$ cat src/rtl/dm_cache_ctrl_pkg.sv
// Shared definitions for the direct-mapped write-through cache controller:
// CPU request codes, default widths and the controller state encoding.
package dm_cache_ctrl_pkg;

  localparam int DEF_WORDWIDTH    = 32;
  localparam int DEF_ADDRWIDTH    = 16;
  localparam int DEF_IOSTATEWIDTH = 2;

  // CPU request codes on rwToMem; the remaining code (3) is illegal
  localparam logic [DEF_IOSTATEWIDTH-1:0] IDEL  = 2'd0;
  localparam logic [DEF_IOSTATEWIDTH-1:0] READ  = 2'd1;
  localparam logic [DEF_IOSTATEWIDTH-1:0] WRITE = 2'd2;

  typedef enum logic [1:0] {
    IDLE    = 2'd0,
    RD_MISS = 2'd1,
    WR_MEM  = 2'd2,
    DONE    = 2'd3
  } cacheState_t;

endpackage

$ cat src/rtl/dm_cache_array.sv
// Tag/data/valid storage for a direct-mapped, one-word-per-line cache.
// Lookup is combinational; writes (fill or write-hit update) are synchronous.
// Only the valid bits are cleared by reset; tag and data storage is not.
module dm_cache_array
  import dm_cache_ctrl_pkg::*;
#(
  parameter int WORDWIDTH  = DEF_WORDWIDTH,
  parameter int ADDRWIDTH  = DEF_ADDRWIDTH,
  parameter int INDEXWIDTH = 4
) (
  input  logic                 clk,
  input  logic                 reset,
  input  logic [ADDRWIDTH-1:0] lookupAddr,
  output logic                 hit,
  output logic [WORDWIDTH-1:0] readData,
  input  logic                 writeEn,
  input  logic [ADDRWIDTH-1:0] writeAddr,
  input  logic [WORDWIDTH-1:0] writeData
);

  localparam int TAGWIDTH = ADDRWIDTH - INDEXWIDTH;
  localparam int LINES    = 1 << INDEXWIDTH;

  logic [LINES-1:0]     validBits;
  logic [TAGWIDTH-1:0]  tagMem  [LINES];
  logic [WORDWIDTH-1:0] dataMem [LINES];

  logic [INDEXWIDTH-1:0] lookupIndex;
  logic [TAGWIDTH-1:0]   lookupTag;
  logic [INDEXWIDTH-1:0] writeIndex;
  logic [TAGWIDTH-1:0]   writeTag;

  assign lookupIndex = lookupAddr[INDEXWIDTH-1:0];
  assign lookupTag   = lookupAddr[ADDRWIDTH-1:INDEXWIDTH];
  assign writeIndex  = writeAddr[INDEXWIDTH-1:0];
  assign writeTag    = writeAddr[ADDRWIDTH-1:INDEXWIDTH];

  assign hit      = validBits[lookupIndex] && (tagMem[lookupIndex] == lookupTag);
  assign readData = dataMem[lookupIndex];

  // Valid bits: cleared by reset, set on any line write
  always_ff @(posedge clk or negedge reset) begin
    if (!reset) begin
      validBits <= '0;
    end else if (writeEn) begin
      validBits[writeIndex] <= 1'b1;
    end
  end

  // Tag and data storage, written on fill or write-hit update
  always_ff @(posedge clk) begin
    if (writeEn) begin
      tagMem[writeIndex]  <= writeTag;
      dataMem[writeIndex] <= writeData;
    end
  end

endmodule

$ cat src/rtl/dm_cache_ctrl.sv
// Direct-mapped, write-through, no-write-allocate cache controller sitting
// between the CPU memory port and a req/ack main memory. Read hits answer in
// one cycle; misses and all writes go to memory. Saturating hit/miss counters.
module dm_cache_ctrl
  import dm_cache_ctrl_pkg::*;
#(
  parameter int WORDWIDTH    = DEF_WORDWIDTH,
  parameter int ADDRWIDTH    = DEF_ADDRWIDTH,
  parameter int INDEXWIDTH   = 4,
  parameter int IOSTATEWIDTH = DEF_IOSTATEWIDTH,
  parameter int CNTWIDTH     = 16
) (
  input  logic                    clk,
  input  logic                    reset,
  input  logic [IOSTATEWIDTH-1:0] rwToMem,
  input  logic [ADDRWIDTH-1:0]    addrToMem,
  input  logic [WORDWIDTH-1:0]    dataToMem,
  output logic                    rdEn,
  output logic                    wtEn,
  output logic [WORDWIDTH-1:0]    dataFromMem,
  output logic                    memReq,
  output logic                    memWe,
  output logic [ADDRWIDTH-1:0]    memAddr,
  output logic [WORDWIDTH-1:0]    memWdata,
  input  logic [WORDWIDTH-1:0]    memRdata,
  input  logic                    memAck,
  output logic                    cacheErr,
  output logic [CNTWIDTH-1:0]     hitCount,
  output logic [CNTWIDTH-1:0]     missCount
);

  cacheState_t state, stateNext;

  logic [ADDRWIDTH-1:0] addrReg;
  logic [WORDWIDTH-1:0] dataReg;

  logic                 lookupHit;
  logic [WORDWIDTH-1:0] lookupData;

  logic                 arrWriteEn;
  logic [ADDRWIDTH-1:0] arrWriteAddr;
  logic [WORDWIDTH-1:0] arrWriteData;

  logic                 rdEnNext;
  logic                 wtEnNext;
  logic                 errNext;
  logic [WORDWIDTH-1:0] dataNext;
  logic                 captureEn;
  logic                 hitInc;
  logic                 missInc;

  logic isRead, isWrite, isIdel;

  assign isRead  = (rwToMem == IOSTATEWIDTH'(READ));
  assign isWrite = (rwToMem == IOSTATEWIDTH'(WRITE));
  assign isIdel  = (rwToMem == IOSTATEWIDTH'(IDEL));

  dm_cache_array #(
    .WORDWIDTH (WORDWIDTH),
    .ADDRWIDTH (ADDRWIDTH),
    .INDEXWIDTH(INDEXWIDTH)
  ) uArray (
    .clk       (clk),
    .reset     (reset),
    .lookupAddr(addrToMem),
    .hit       (lookupHit),
    .readData  (lookupData),
    .writeEn   (arrWriteEn),
    .writeAddr (arrWriteAddr),
    .writeData (arrWriteData)
  );

  // Memory request is a pure function of state, so reset drops it at once
  assign memReq   = (state == RD_MISS) || (state == WR_MEM);
  assign memWe    = (state == WR_MEM);
  assign memAddr  = addrReg;
  assign memWdata = dataReg;

  // State register
  always_ff @(posedge clk or negedge reset) begin
    if (!reset) begin
      state <= IDLE;
    end else begin
      state <= stateNext;
    end
  end

  // Next-state decode, array write control and next values of CPU-side outputs
  always_comb begin
    stateNext    = state;
    rdEnNext     = 1'b0;
    wtEnNext     = 1'b0;
    errNext      = 1'b0;
    dataNext     = dataFromMem;
    captureEn    = 1'b0;
    hitInc       = 1'b0;
    missInc      = 1'b0;
    arrWriteEn   = 1'b0;
    arrWriteAddr = addrToMem;
    arrWriteData = dataToMem;
    case (state)
      IDLE: begin
        if (isRead) begin
          if (lookupHit) begin
            rdEnNext  = 1'b1;
            dataNext  = lookupData;
            hitInc    = 1'b1;
            stateNext = DONE;
          end else begin
            missInc   = 1'b1;
            captureEn = 1'b1;
            stateNext = RD_MISS;
          end
        end else if (isWrite) begin
          captureEn  = 1'b1;
          arrWriteEn = lookupHit;
          stateNext  = WR_MEM;
        end else if (!isIdel) begin
          errNext = 1'b1;
        end
      end
      RD_MISS: begin
        if (memAck) begin
          arrWriteEn   = 1'b1;
          arrWriteAddr = addrReg;
          arrWriteData = memRdata;
          rdEnNext     = 1'b1;
          dataNext     = memRdata;
          stateNext    = DONE;
        end
      end
      WR_MEM: begin
        if (memAck) begin
          wtEnNext  = 1'b1;
          stateNext = DONE;
        end
      end
      DONE: begin
        stateNext = IDLE;
      end
      default: begin
        stateNext = IDLE;
      end
    endcase
  end

  // Registered CPU-side outputs, captured request and saturating counters
  always_ff @(posedge clk or negedge reset) begin
    if (!reset) begin
      rdEn        <= 1'b0;
      wtEn        <= 1'b0;
      cacheErr    <= 1'b0;
      dataFromMem <= '0;
      addrReg     <= '0;
      dataReg     <= '0;
      hitCount    <= '0;
      missCount   <= '0;
    end else begin
      rdEn        <= rdEnNext;
      wtEn        <= wtEnNext;
      cacheErr    <= errNext;
      dataFromMem <= dataNext;
      if (captureEn) begin
        addrReg <= addrToMem;
        dataReg <= dataToMem;
      end
      if (hitInc && (hitCount != '1)) begin
        hitCount <= hitCount + 1'b1;
      end
      if (missInc && (missCount != '1)) begin
        missCount <= missCount + 1'b1;
      end
    end
  end

endmodule

$ cat config.mk
export PLATFORM = sky130hd
export DESIGN_NAME = dm_cache_ctrl
export DESIGN_NICKNAME = d
export VERILOG_FILES = /design/src/rtl/dm_cache_ctrl_pkg.sv /design/src/rtl/dm_cache_array.sv /design/src/rtl/dm_cache_ctrl.sv
export SDC_FILE = /design/constraint.sdc
export NUM_CORES = 1
export LEC_CHECK = 0
export BUFFER_PORTS_ARGS = -buffer_cell sky130_fd_sc_hd__buf_2
export CAP_MARGIN = 20
export CORE_MARGIN = 2
export CORE_UTILIZATION = 47
export CTS_CLUSTER_SIZE = 30
export DETAILED_ROUTE_END_ITERATION = 16
export GPL_TIMING_DRIVEN = 0
export PLACE_DENSITY = 0.73
export RECOVER_POWER = 25
export SYNTH_ARGS = -nofsm -noshare
export SYNTH_HDL_FRONTEND = slang
export SYNTH_SLANG_ARGS = --single-unit
$ cat constraint.sdc
create_clock -name clk -period 6.55 [get_ports clk]
set_input_delay 1.965 -clock clk [delete_from_list [all_inputs] [get_ports clk]]
set_output_delay 1.965 -clock clk [all_outputs]
set_load 0.01 [all_outputs]
==> results of run 1 <==
==> cell type report <==
class | count | area, sq um | share of cell area [%]
buffer | 83 | 409 | 1.05
clock buffer | 106 | 2290 | 5.85
clock inverter | 55 | 498 | 1.27
inverter | 15 | 56.3 | 0.144
multi-input combinational | 696 | 8340 | 21.3
sequential | 837 | 24500 | 62.5
tap | 940 | 1180 | 3.01
timing repair buffer | 264 | 1890 | 4.84
==> power groups by stage <==
stage	combinational, mW	sequential, mW	clock, mW
2_1_floorplan	1.28	6.89	0
3_3_place_gp	2.23	6.79	0
3_5_place_dp	2.39	6.80	0
4_1_cts	2.41	6.70	4.90
5_1_grt	2.50	6.75	5.11
6_report	2.32	6.71	4.85
==> Yosys cell counts (all sizes together) (2+ instances only) <==
cell,number
nand4,15
a221oi,8
or3,3
nor2,16
edfxtp,704
ha,8
mux2i,32
nand2b,6
mux2,115
or2,7
mux4,208
nor4,3
and3,16
o31ai,4
nand3,16
nor3,9
and4,2
xor2,10
o21bai,7
nand2,145
and2,5
o21ai,7
nand3b,3
dfrtp,133
xnor2,27
nor2b,2
inv,15
clkbuf,35
a21oi,7
o21a,2
buf,48
==> how the worst max path moves through the flow <==
| stage | startpoint | to | slack (ns) | cells after the start |
|---|---|---|---|---|
| floorplan | addrToMem[0] | uArray.dataMem[10][0] | -1.24 | 11 |
| detailed placement | addrToMem[1] | uArray.dataMem[6][25] | -1.10 | 13 |
| finish | addrToMem[1] | uArray.dataMem[6][23] | 0.27 | 14 |
| global route | addrToMem[1] | uArray.dataMem[6][23] | 0.18 | 14 |
| global placement | addrToMem[1] | uArray.dataMem[10][27] | -6.81 | 11 |
| CTS | addrToMem[1] | uArray.dataMem[3][23] | 0.32 | 11 |
==> metrics by stage <==
stage | instances | setup TNS, ns | setup WS [ns] | hold WS, ns
3_3_place_gp | 2771 | -2771.15 | -6.81 | 0.443
6_report | 2996 | 0 | 0.265 | 0.464
3_5_place_dp | 2821 | -531.06 | -1.10 | 0.447
2_1_floorplan | 1631 | -170.39 | -1.24 | 0.431
5_1_grt | 2996 | 0 | 0.176 | 0.479
4_1_cts | 2985 | 0 | 0.324 | 0.462
==> state kept, by name (all words and copies together) (netlist names) <==
register / flops
cacheErr: 1
dataFromMem: 32
hitCount: 16
memAddr: 16
memWdata: 32
missCount: 16
rdEn: 1
state: 2
uArray.dataMem: 512
uArray.tagMem: 192
uArray.validBits: 16
wtEn: 1
==> per-layer routing <==
| layer | wire, microns | vias up | global-route usage [%] |
|---|---|---|---|
| li1 | - | 7316 | - |
| met1 | 32100 | 9303 | 30.4 |
| met2 | 41800 | 931 | 37.9 |
| met3 | 7260 | 142 | 4.67 |
| met4 | 2350 | 0 | 8.23 |
| met5 | 0 | - | 0 |
==> cell families (layout without fill, tap and decap cells) <==
logic type / count (synthesis) / after routing / synth area share, %
flops: 837 / 837 / 73.8
mux: 355 / 355 / 19.0
compound gates: 47 / 47 / 1.06
xor+xnor: 37 / 37 / 0.978
buf+inv: 98 / 523 / 1.40
simple gates: 249 / 249 / 3.42
fa+ha+maj: 8 / 8 / 0.302
==> cell usage in the layout, fill, tap and decap left out, types with 4 or more instances in the layout <==
cell type,count
sky130_fd_sc_hd__buf_6,25
sky130_fd_sc_hd__nand2_1,145
sky130_fd_sc_hd__a21oi_1,6
sky130_fd_sc_hd__nand2b_1,6
sky130_fd_sc_hd__xor2_1,10
sky130_fd_sc_hd__edfxtp_1,704
sky130_fd_sc_hd__and3_1,16
sky130_fd_sc_hd__mux4_2,208
sky130_fd_sc_hd__clkinv_2,17
sky130_fd_sc_hd__buf_12,20
sky130_fd_sc_hd__clkinv_1,16
sky130_fd_sc_hd__nand4_1,15
sky130_fd_sc_hd__o31ai_1,4
sky130_fd_sc_hd__inv_1,14
sky130_fd_sc_hd__buf_8,15
sky130_fd_sc_hd__or2_2,6
sky130_fd_sc_hd__buf_16,7
sky130_fd_sc_hd__nor2_4,11
sky130_fd_sc_hd__nor3_1,4
sky130_fd_sc_hd__mux2i_1,32
sky130_fd_sc_hd__mux2_2,115
sky130_fd_sc_hd__buf_4,10
sky130_fd_sc_hd__clkbuf_1,170
sky130_fd_sc_hd__ha_1,8
sky130_fd_sc_hd__buf_2,90
sky130_fd_sc_hd__clkinvlp_4,7
sky130_fd_sc_hd__clkbuf_16,88
sky130_fd_sc_hd__nor2_1,5
sky130_fd_sc_hd__o21ai_0,7
sky130_fd_sc_hd__clkinv_8,4
sky130_fd_sc_hd__xnor2_1,27
sky130_fd_sc_hd__bufinv_16,6
sky130_fd_sc_hd__o21bai_1,7
sky130_fd_sc_hd__buf_1,24
sky130_fd_sc_hd__dfrtp_1,133
sky130_fd_sc_hd__and2_1,4
sky130_fd_sc_hd__nor3_4,4
sky130_fd_sc_hd__a221oi_1,8
sky130_fd_sc_hd__nand3_1,16
==> worst register-to-register path: cells and delay by family, from the launching register on <==
family | cells | cell delay (ns)
AOI/OAI and AO/OA | 3 | 1.03
xor gates and xnor gates | 1 | 0.23
buffers and inverters | 2 | 0.47
DFF | 1 | 0.39
muxes | 2 | 0.93
and+or+nand+nor | 3 | 1.10
==> repair_timing <==
action / CTS / global route
resized for setup: 4 / 0
endpoints found under the setup margin: 363 / 0
setup buffers: 3 / 0
==> reports/results.tsv, run 1 <==
stage	metric	value	unit
outcome	result_of_the_run	finished, violations left	
outcome	violations_in_the_final_reports	capacitance limit, slew limit	
yosys	cells_after_synth	1631	
detailed_routing	wire_per_inst	27.9	microns
clock_network	sinks_on_the_clock_net	837	
timing	worst_clock_skew	0.0307	ns
clock_network	worst_skew_pair_later_pin_latency	0.66	ns
timing	period_minus_slack	6.28	ns
yosys	synthesis_warning_total	0	
min_path	hold_path.class	reg2reg	
yosys	synth.top_cells.by_area	sky130_fd_sc_hd__edfxtp_1, sky130_fd_sc_hd__mux4_2, sky130_fd_sc_hd__dfrtp_1	
pwr	swShare	27.0	%
yosys	yosysSeqAreaShare	73.8	%
floorplanning	std_cell_rows	97	
yosys	synth.ff_latch_count	837	
floorplanning	initial_core_util	47.4	%
global_route	first_global_vias	18200	
setup_path	timing.critical_path.arrival	6.63	ns
layout	synthToLayoutAreaGrowth	18.1	%
timing	timing.final.crit_share	95.9	%
yosys	netlist-cell-type-count	50	
placed_design	post_dp_cell_area	36300	sq um
min_path	timing.hold.worst_path_depth	1	
setup_path	rrSetupSlack	2.07	ns
timing	setup_viol	0	
floorplanning	floorplan.core_area	69900	sq um
layout	drive_above_1_share	31.4	%
pwr	power.combinational.fraction	16.7	%
global_route	grt_first_pass_wirelength	121000	microns
layout	fillers	5181	
yosys	async_reset_ff_share	15.9	%
pwr	overall_power	13.9	mW
global_route	global_route.overflow_total	0	
setup_path	crit_path_max_fanout	22	
setup_path	critPathCaptureType	flop	
timing	report.final.hold_viol_count	0	
detailed_routing	drt_wl_total	83500	microns
clock_network	ctsRootBufferMaster	sky130_fd_sc_hd__clkbuf_16	
layout	nNetsFinal	2076	
setup_path	worstPathRequired	6.89	ns
detailed_routing	remaining_drc_errors	0	
timing	final_number_of_max_transition_violations	43	
pwr	internal_power	10.1	mW
pwr	pwr_density_cell	355	nW/um^2
placed_design	place_congestion	0.782	
yosys	synthDominantCellAreaShare	63.8	%
placed_design	dp_hpwl	53400	microns
yosys	syn_area_per_cell	20.3	sq um
clock_network	cts_max_level	3	
floorplanning	design.portCount	202	
floorplanning	die-area	72700	sq um
clock_network	cts-buffers-inserted	86	
setup_path	worst-path-buf-inv	7	
min_path	hold_path_end	uArray.validBits[15]	
min_path	worstHoldStart	uArray.validBits[15]	
setup_path	worst_path_max_delay_cell	sky130_fd_sc_hd__nor2_4	
setup_path	crit_chain	buf_2 -> buf_2 -> buf_4 -> buf_2 -> clkbuf_2 -> mux2i_1 -> xor2_1 -> nor4_1 -> nand4_1 -> buf_4 -> o2bb2a_1 -> nand2b_1 -> nor2_4 -> buf_12	
clock_network	cts_tree	yes	
clock_network	ctsLongestPathBuffers	3	
pwr	switchingPower	3.74	mW
yosys	synth-edff-count	704	
job	max_cap_violations	1	
setup_path	max_stage_delay	0.52	ns
timing	clock.fmax	159	MHz
yosys	synth_ff_type	sky130_fd_sc_hd__edfxtp_1	
clock_network	cts_hold_buffers	0	
setup_path	crit_path_frequent_cell	sky130_fd_sc_hd__buf_2	
setup_path	critical_path_class	in2reg	
detailed_routing	dr.pass1.iters	7	
detailed_routing	route.antenna.remaining_nets	0	
detailed_routing	initialDrtViolationCount	1976	
yosys	post-synth-top-area-cell	sky130_fd_sc_hd__edfxtp_1	
clock_network	clk_pin_slew	0.06	ns
layout	antenna_cells_inserted	0	
pwr	p_leak	13.4	nW
yosys	synth.cell_area	33100	sq um
layout	fin_area	39100	sq um
floorplanning	dieHeight	270	microns
global_route	antenna_violations_before_repair	1	
setup_path	critical_path.startpoint_type	input pin	
pwr	clock_power_share	34.9	%
detailed_routing	vias	17700	
pwr	maximum_resistive_drop_on_vdd	186	uV
yosys	postSynthNetCount	1724	
timing	rsz_0062_raised_after_global_routing	false	
floorplanning	die_span_x	270	microns
layout	layout.core_utilization	56.0	%
setup_path	worst_path_dominant_cell_family	buffers and inverters	
setup_path	critical_path.reg2reg.startpoint	uArray.tagMem[8][3]	
pwr	power.sequential.fraction	48.3	%
setup_path	worst_r2r_path_depth	11	
detailed_routing	viasPerCell	5.91	
global_route	largest_net_degree_at_the_start_of_global_routing	92	
timing	tightestPinTransition	3.01	ns
setup_path	r2r_end	uArray.dataMem[6][23]	
timing	worst_slew_margin_rel	-101	%
placed_design	io_port_bufs	200	
global_route	gr-usage-all-layers	22.9	%
Power figures use the tool's default switching activity.
==> run 2, diff against run 1 <==
--- a/config.mk
+++ b/config.mk
@@ -8,12 +8,13 @@
 export BUFFER_PORTS_ARGS = -buffer_cell sky130_fd_sc_hd__buf_2
 export CAP_MARGIN = 20
 export CORE_MARGIN = 2
-export CORE_UTILIZATION = 47
+export CORE_UTILIZATION = 37
 export CTS_CLUSTER_SIZE = 30
 export DETAILED_ROUTE_END_ITERATION = 16
 export GPL_TIMING_DRIVEN = 0
-export PLACE_DENSITY = 0.73
+export PLACE_DENSITY = 0.62
 export RECOVER_POWER = 25
 export SYNTH_ARGS = -nofsm -noshare
 export SYNTH_HDL_FRONTEND = slang
+export SYNTH_HIERARCHICAL = 1
 export SYNTH_SLANG_ARGS = --single-unit
==> reports/results.tsv, run 2 <==
stage	metric	value	unit
outcome	result_of_the_run	finished, violations left	
outcome	violations_in_the_final_reports	capacitance limit, slew limit	
timing	worst_slew_margin_rel	-163	%
detailed_routing	drt_wl_total	85000	microns
timing	final.setup.worst_slack	0.174	ns
layout	synthToLayoutAreaGrowth	19.1	%
timing	report.final.hold_viol_count	0	
placed_design	place_congestion	0.777	
clock_network	worst_skew_pair_later_pin_latency	0.65	ns
global_route	antenna_violations_before_repair	1	
setup_path	critPathCaptureType	flop	
min_path	worstHoldStart	uArray/validBits[6]	
setup_path	critical_path.startpoint_type	input pin	
yosys	synth_ff_type	sky130_fd_sc_hd__edfxtp_1	
setup_path	rrSetupSlack	1.89	ns
setup_path	critical_path.reg2reg.startpoint	uArray/tagMem[6][3]	
yosys	yosysSeqAreaShare	73.6	%
timing	timing.final.crit_share	97.3	%
timing	tightestPinTransition	3.94	ns
layout	reg_with_most_ffs	uArray/dataMem	
yosys	yosysMostFrequentCell	sky130_fd_sc_hd__edfxtp_1	
setup_path	worst_r2r_path_depth	11	
global_route	grt_first_pass_wirelength	124000	microns
yosys	synth-edff-count	704	
floorplanning	std_cell_rows	109	
clock_network	clk_pin_slew	0.06	ns
layout	nNetsFinal	2045	
global_route	groute.layer.met1.usage	25.0	%
detailed_routing	route.antenna.remaining_nets	0	
setup_path	r2r_end	uArray/dataMem[14][6]	
detailed_routing	dr.pass1.iters	7	
layout	reg_top3	uArray/dataMem x512, uArray/tagMem x192	
timing	rsz_0062_raised_after_global_routing	false	
clock_network	sinks_on_the_clock_net	837	
job	max_cap_violations	1	
yosys	synth.top_cells.by_area	sky130_fd_sc_hd__edfxtp_1, sky130_fd_sc_hd__mux4_2, sky130_fd_sc_hd__dfrtp_1	
pwr	maximum_resistive_drop_on_vdd	245	uV
yosys	yosys-top-cells-count	sky130_fd_sc_hd__edfxtp_1, sky130_fd_sc_hd__mux4_2, sky130_fd_sc_hd__dfrtp_1	
global_route	grt.met3_usage	3.51	%
yosys	cells_after_synth	1603	
yosys	netlist-cell-type-count	59	
pwr	p_leak	13.4	nW
setup_path	crit_path_max_fanout	20	
global_route	first_global_vias	18300	
floorplanning	die_span_x	304	microns
yosys	synth.ff_latch_count	837	
floorplanning	die-area	92200	sq um
min_path	timing.hold.worst_path_depth	1	
placed_design	dp_worst_setup_slack	-1.27	ns
setup_path	critical_path_class	in2reg	
yosys	synthDominantCellAreaShare	63.6	%
floorplanning	initial_core_util	37.5	%
yosys	synth.cell_area	33200	sq um
min_path	hold_path_end	uArray/validBits[6]	
setup_path	timing.critical_path.arrival	6.70	ns
setup_path	worstPathRequired	6.88	ns
timing	final_number_of_max_transition_violations	61	
clock_network	ctsLongestPathBuffers	3	
global_route	largest_net_degree_at_the_start_of_global_routing	74	
detailed_routing	wire_per_inst	26.6	microns
detailed_routing	initialDrtViolationCount	1659	
global_route	grt.met2_usage	30.6	%
clock_network	cts_max_level	3	
global_route	global_route.overflow_total	0	
detailed_routing	viasPerCell	5.44	
min_path	hold_path.class	reg2reg	
layout	most_used_cells_in_the_layout_excluding_fill_and_tap_cells	sky130_fd_sc_hd__edfxtp_1, sky130_fd_sc_hd__mux4_2, sky130_fd_sc_hd__clkbuf_1, sky130_fd_sc_hd__dfrtp_1, sky130_fd_sc_hd__buf_2	
global_route	grt.busiest_layer	met2	
placed_design	dp_hpwl	55300	microns
layout	antenna_cells_inserted	0	
timing	setup_viol	0	
yosys	synthesis_warning_total	6	
timing	worst_clock_skew	0.0308	ns
placed_design	io_port_bufs	201	
layout	final_common_cell	sky130_fd_sc_hd__edfxtp_1	
timing	period_minus_slack	6.38	ns
yosys	post-synth-top-area-cell	sky130_fd_sc_hd__edfxtp_1	
global_route	gr-usage-all-layers	18.4	%
detailed_routing	vias	17400	
yosys	syn_area_per_cell	20.7	sq um
clock_network	ctsRootBufferMaster	sky130_fd_sc_hd__clkbuf_16	
layout	drive_above_1_share	29.9	%
layout	layout.core_utilization	44.7	%
clock_network	cts-buffers-inserted	89	
yosys	postSynthNetCount	1697	
floorplanning	floorplan.core_area	88600	sq um
pwr	pwr_density_cell	350	nW/um^2
detailed_routing	remaining_drc_errors	0	
layout	largest_register_ff_count	512	
clock_network	cts_tree	yes	
timing	clock.fmax	157	MHz
yosys	async_reset_ff_share	15.9	%
floorplanning	design.portCount	202	
floorplanning	dieHeight	304	microns
[run 2: cell types whose count changed after synthesis, moves of 7 or more]
| cell | previous run | this run |
|---|---|---|
| sky130_fd_sc_hd__nand2_1 | 145 | 17 |
| sky130_fd_sc_hd__buf_2 | 10 | 43 |
| sky130_fd_sc_hd__and3_1 | 16 | 8 |
| sky130_fd_sc_hd__buf_1 | 24 | 12 |
| sky130_fd_sc_hd__mux4_1 | 0 | 7 |
| sky130_fd_sc_hd__nor2_1 | 16 | 63 |
| sky130_fd_sc_hd__mux2_2 | 115 | 51 |
| sky130_fd_sc_hd__or2_2 | 6 | 16 |
| sky130_fd_sc_hd__a21oi_1 | 6 | 39 |
| sky130_fd_sc_hd__mux4_2 | 208 | 196 |
| sky130_fd_sc_hd__mux2i_1 | 32 | 58 |
| sky130_fd_sc_hd__o21bai_1 | 7 | 0 |
| sky130_fd_sc_hd__clkbuf_1 | 35 | 11 |
| sky130_fd_sc_hd__mux2_1 | 0 | 51 |
[run 2: per-layer routing]
metal	part of all wire (%)	vias up
li1	-	7274
met1	41	9317
met2	49	679
met3	7.3	106
met4	2.1	2
met5	0.012	-
[run 2: cell families (layout without fill, tap and decap cells)]
family / count (synthesis) / after routing / synth area share (%)
multiplexers: 363 / 363 / 19.0
adder cells (fa/ha/maj): 9 / 9 / 0.339
AND/OR/NAND/NOR: 181 / 181 / 2.93
flip-flops: 837 / 837 / 73.6
XOR/XNOR: 44 / 44 / 1.16
AO/OA/AOI/OAI: 83 / 83 / 1.62
buffers and inverters: 86 / 510 / 1.30
[run 2: critical path, cell delays in order]
cell and delay (ns):
sky130_fd_sc_hd__buf_2 0.13, sky130_fd_sc_hd__buf_2 0.22, sky130_fd_sc_hd__buf_2 0.25, sky130_fd_sc_hd__inv_1 0.26, sky130_fd_sc_hd__clkbuf_4 0.42, sky130_fd_sc_hd__buf_4 0.36
sky130_fd_sc_hd__o21ai_0 0.19, sky130_fd_sc_hd__o32ai_1 0.51, sky130_fd_sc_hd__and4_4 0.42, sky130_fd_sc_hd__nand4b_1 0.29, sky130_fd_sc_hd__nand2_1 0.26, sky130_fd_sc_hd__nand3_1 0.38
sky130_fd_sc_hd__nor2_4 0.70, sky130_fd_sc_hd__buf_12 0.29
[run 2: worst max path at each step]
stage,cells past startpoint,slack (ns),end,from
2_1_floorplan,14,-0.27,uArray/dataMem[1][0],addrToMem[0]
3_3_place_gp,16,-4.74,uArray/validBits[1],addrToMem[0]
3_5_place_dp,15,-1.27,uArray/dataMem[1][8],addrToMem[3]
4_1_cts,17,0.01,uArray/dataMem[3][5],addrToMem[0]
5_1_grt,17,0.05,uArray/dataMem[6][4],addrToMem[0]
6_report,14,0.17,uArray/dataMem[14][6],addrToMem[3]
[run 2: area by class of cell]
type                       instances  area [sq um]
buffer                            76           404
clock buffer                     119          2450
clock inverter                    48           439
fill                            7506         49000
inverter                           9          33.8
multi-input combinational        680          8480
sequential                       837         24500
tap                             1165          1460
timing repair buffer             258          1870
[run 2: per-stage QoR]
stage / area (sq um) / TNS [ns] / std cells / hold slack [ns] / total power [mW]
6_report: 39600 / 0 / 3192 / 0.465 / 13.9
5_1_grt: 39600 / 0 / 3192 / 0.483 / 14.4
4_1_cts: 39700 / 0 / 3185 / 0.464 / 14.1
3_5_place_dp: 36700 / -553.99 / 3010 / 0.450 / 9.11
3_3_place_gp: 35700 / -3061.32 / 2969 / 0.446 / 8.94
2_1_floorplan: 33300 / -36.91 / 1603 / 0.434 / 8.04
[run 2: timing repair]
| item | in CTS | in global routing |
|---|---|---|
| gates resized for setup | 5 | 3 |
| setup endpoints to repair | 467 | 279 |
| hold buffers | 0 | 0 |
| pin swaps | 5 | 4 |
| buffers inserted | 9 | 7 |
[run 2: power by group]
group	internal (mW)	leakage (nW)	switching [mW]	total (mW)
Clock	2.88	1.42	2.10	4.98
Sequential	6.45	7.96	0.228	6.68
Combinational	0.805	4.00	1.41	2.22
Total	10.1	13.4	3.74	13.9
==> run 3, diff against run 2 <==
--- a/config.mk
+++ b/config.mk
@@ -12,7 +12,7 @@
 export CTS_CLUSTER_SIZE = 30
 export DETAILED_ROUTE_END_ITERATION = 16
 export GPL_TIMING_DRIVEN = 0
-export PLACE_DENSITY = 0.62
+export PLACE_DENSITY = 0.51
 export RECOVER_POWER = 25
 export SYNTH_ARGS = -nofsm -noshare
 export SYNTH_HDL_FRONTEND = slang
==> reports/results.tsv, run 3 (synthesis gave the netlist of run 2 again) <==
stage	metric	value	unit
clock_network	cts_tree	yes	
global_route	gr-usage-all-layers	19.2	%
layout	most_used_cells_in_the_layout_excluding_fill_and_tap_cells	sky130_fd_sc_hd__edfxtp_1, sky130_fd_sc_hd__mux4_2, sky130_fd_sc_hd__clkbuf_1, sky130_fd_sc_hd__dfrtp_1, sky130_fd_sc_hd__buf_2	
pwr	p_leak	13.5	nW
pwr	overall_power	13.9	mW
outcome	violations_in_the_final_reports	capacitance limit, slew limit	
layout	nNetsFinal	2054	
global_route	largest_net_degree_at_the_start_of_global_routing	73	
placed_design	dp_worst_setup_slack	-1.30	ns
min_path	timing.hold.worst_path_depth	1	
timing	period_minus_slack	6.29	ns
setup_path	crit_chain	buf_2 -> buf_6 -> buf_4 -> buf_4 -> buf_4 -> mux2i_1 -> xor2_1 -> nand3_1 -> a211oi_1 -> and4_4 -> nand4b_1 -> nand2_1 -> nand3b_1 -> buf_4 -> nor3_4 -> buf_8 -> buf_16 -> buf_8 -> buf_16	
job	max_cap_violations	1	
clock_network	ctsRootBufferMaster	sky130_fd_sc_hd__clkbuf_16	
setup_path	max_stage_delay	0.38	ns
setup_path	worstPathRequired	6.90	ns
detailed_routing	initialDrtViolationCount	1533	
setup_path	critical_path.reg2reg.startpoint	state[1]	
timing	timing.final.crit_share	96.0	%
floorplanning	die-area	92200	sq um
clock_network	cts-buffers-inserted	90	
global_route	antenna_violations_before_repair	3	
setup_path	r2r_end	uArray/dataMem[5][11]	
min_path	worstHoldStart	uArray/validBits[13]	
timing	report.final.hold_viol_count	0	
global_route	grt_first_pass_wirelength	128000	microns
global_route	global_route.overflow_total	0	
detailed_routing	wl_met2	42900	microns
detailed_routing	vias	17200	
layout	synthToLayoutAreaGrowth	19.8	%
layout	drive_above_1_share	30.4	%
setup_path	critPathCaptureType	flop	
floorplanning	design.portCount	202	
layout	layout.core_utilization	44.9	%
setup_path	crit_path_frequent_cell	sky130_fd_sc_hd__buf_4	
layout	antenna_cells_inserted	0	
setup_path	critical_path_class	in2reg	
outcome	result_of_the_run	finished, violations left	
timing	final.setup.worst_slack	0.265	ns
detailed_routing	route.antenna.remaining_nets	0	
placed_design	io_port_bufs	201	
detailed_routing	remaining_drc_errors	0	
clock_network	sinks_on_the_clock_net	837	
detailed_routing	dr.pass1.iters	5	
setup_path	timing.critical_path.arrival	6.64	ns
detailed_routing	wire_per_inst	27.6	microns
clock_network	ctsLongestPathBuffers	3	
timing	clock.fmax	159	MHz
timing	final_number_of_max_transition_violations	63	
floorplanning	die_span_x	304	microns
floorplanning	std_cell_rows	109	
detailed_routing	detailroute.wirelength.met3	4880	microns
timing	setup_viol	0	
min_path	hold_path.class	reg2reg	
detailed_routing	drt-met1-wl	39300	microns
pwr	pwr_density_cell	350	nW/um^2
floorplanning	initial_core_util	37.5	%
clock_network	cts_hold_buffers	0	
floorplanning	floorplan.core_area	88600	sq um
layout	final_common_cell	sky130_fd_sc_hd__edfxtp_1	
clock_network	clk_pin_slew	0.06	ns
pwr	maximum_resistive_drop_on_vdd	226	uV
setup_path	rrSetupSlack	1.76	ns
setup_path	worst-path-buf-inv	10	
min_path	hold_path_end	uArray/validBits[13]	
placed_design	place_congestion	0.731	
setup_path	critical_path.startpoint_type	input pin	
timing	worst_slew_margin_rel	-169	%
setup_path	worst_path_dominant_cell_family	buffers and inverters	
layout	reg_with_most_ffs	uArray/dataMem	
detailed_routing	viasPerCell	5.38	
setup_path	worst_r2r_path_depth	11	
clock_network	worst_skew_pair_later_pin_latency	0.65	ns
detailed_routing	top_layer_used	met5	
layout	largest_register_ff_count	512	
detailed_routing	drt_wl_total	88400	microns
timing	rsz_0062_raised_after_global_routing	false	
global_route	first_global_vias	18100	
clock_network	cts_max_level	3	
setup_path	crit_path_max_fanout	11	
placed_design	dp_hpwl	58700	microns
timing	tightestPinTransition	4.03	ns
layout	reg_top3	uArray/dataMem x512, uArray/tagMem x192	
setup_path	worst_path_max_delay_cell	sky130_fd_sc_hd__buf_4	
floorplanning	dieHeight	304	microns
timing	worst_clock_skew	0.0468	ns
run 3: area by class of cell:
cell class                 instances  area (sq um)
sequential                       837         24500
fill                            7667         48800
multi-input combinational        680          8480
clock inverter                    50           413
timing repair buffer             265          2020
inverter                           9          33.8
clock buffer                     117          2520
tap                             1165          1460
buffer                            77           418
run 3: how the worst max path moves through the flow:
stage                             from                    end  slack [ns]  cells past startpoint
final                     addrToMem[0]  uArray/dataMem[4][21]        0.26                     19
after floorplan           addrToMem[0]   uArray/dataMem[1][0]       -0.27                     14
after CTS                 addrToMem[0]  uArray/dataMem[5][13]       0.002                     17
after global routing      addrToMem[0]  uArray/dataMem[4][21]      0.0008                     19
after detailed placement  addrToMem[0]  uArray/dataMem[4][14]       -1.30                     19
after global placement    addrToMem[0]    uArray/validBits[3]       -5.48                     16
run 3: timing repair:
action	4_1_cts	5_1_grt
endpoints found under the setup margin	608	263
pin swaps	10	1
buffers inserted	17	0
resized for setup	5	8
run 3: per-layer routing:
layer	up-vias	track usage, %
li1	7309	-
met1	9352	26.9
met2	447	31.3
met3	99	3.72
met4	6	4.25
met5	-	0
run 3: stage by stage:
stage,TNS [ns],instance area (sq um),instances,hold WS [ns]
final,0,39800,3200,0.463
after global routing,0,39800,3200,0.478
after CTS,0,40000,3200,0.465
after detailed placement,-672.72,36800,3016,0.450
after global placement,-3370.28,35700,2969,0.445
after floorplan,-36.91,33300,1603,0.434
run 3: where the power goes:
part           internal, mW  switching [mW]
clock                  2.91            2.10
sequential             6.45           0.215
combinational         0.819            1.42
total                  10.2            3.74
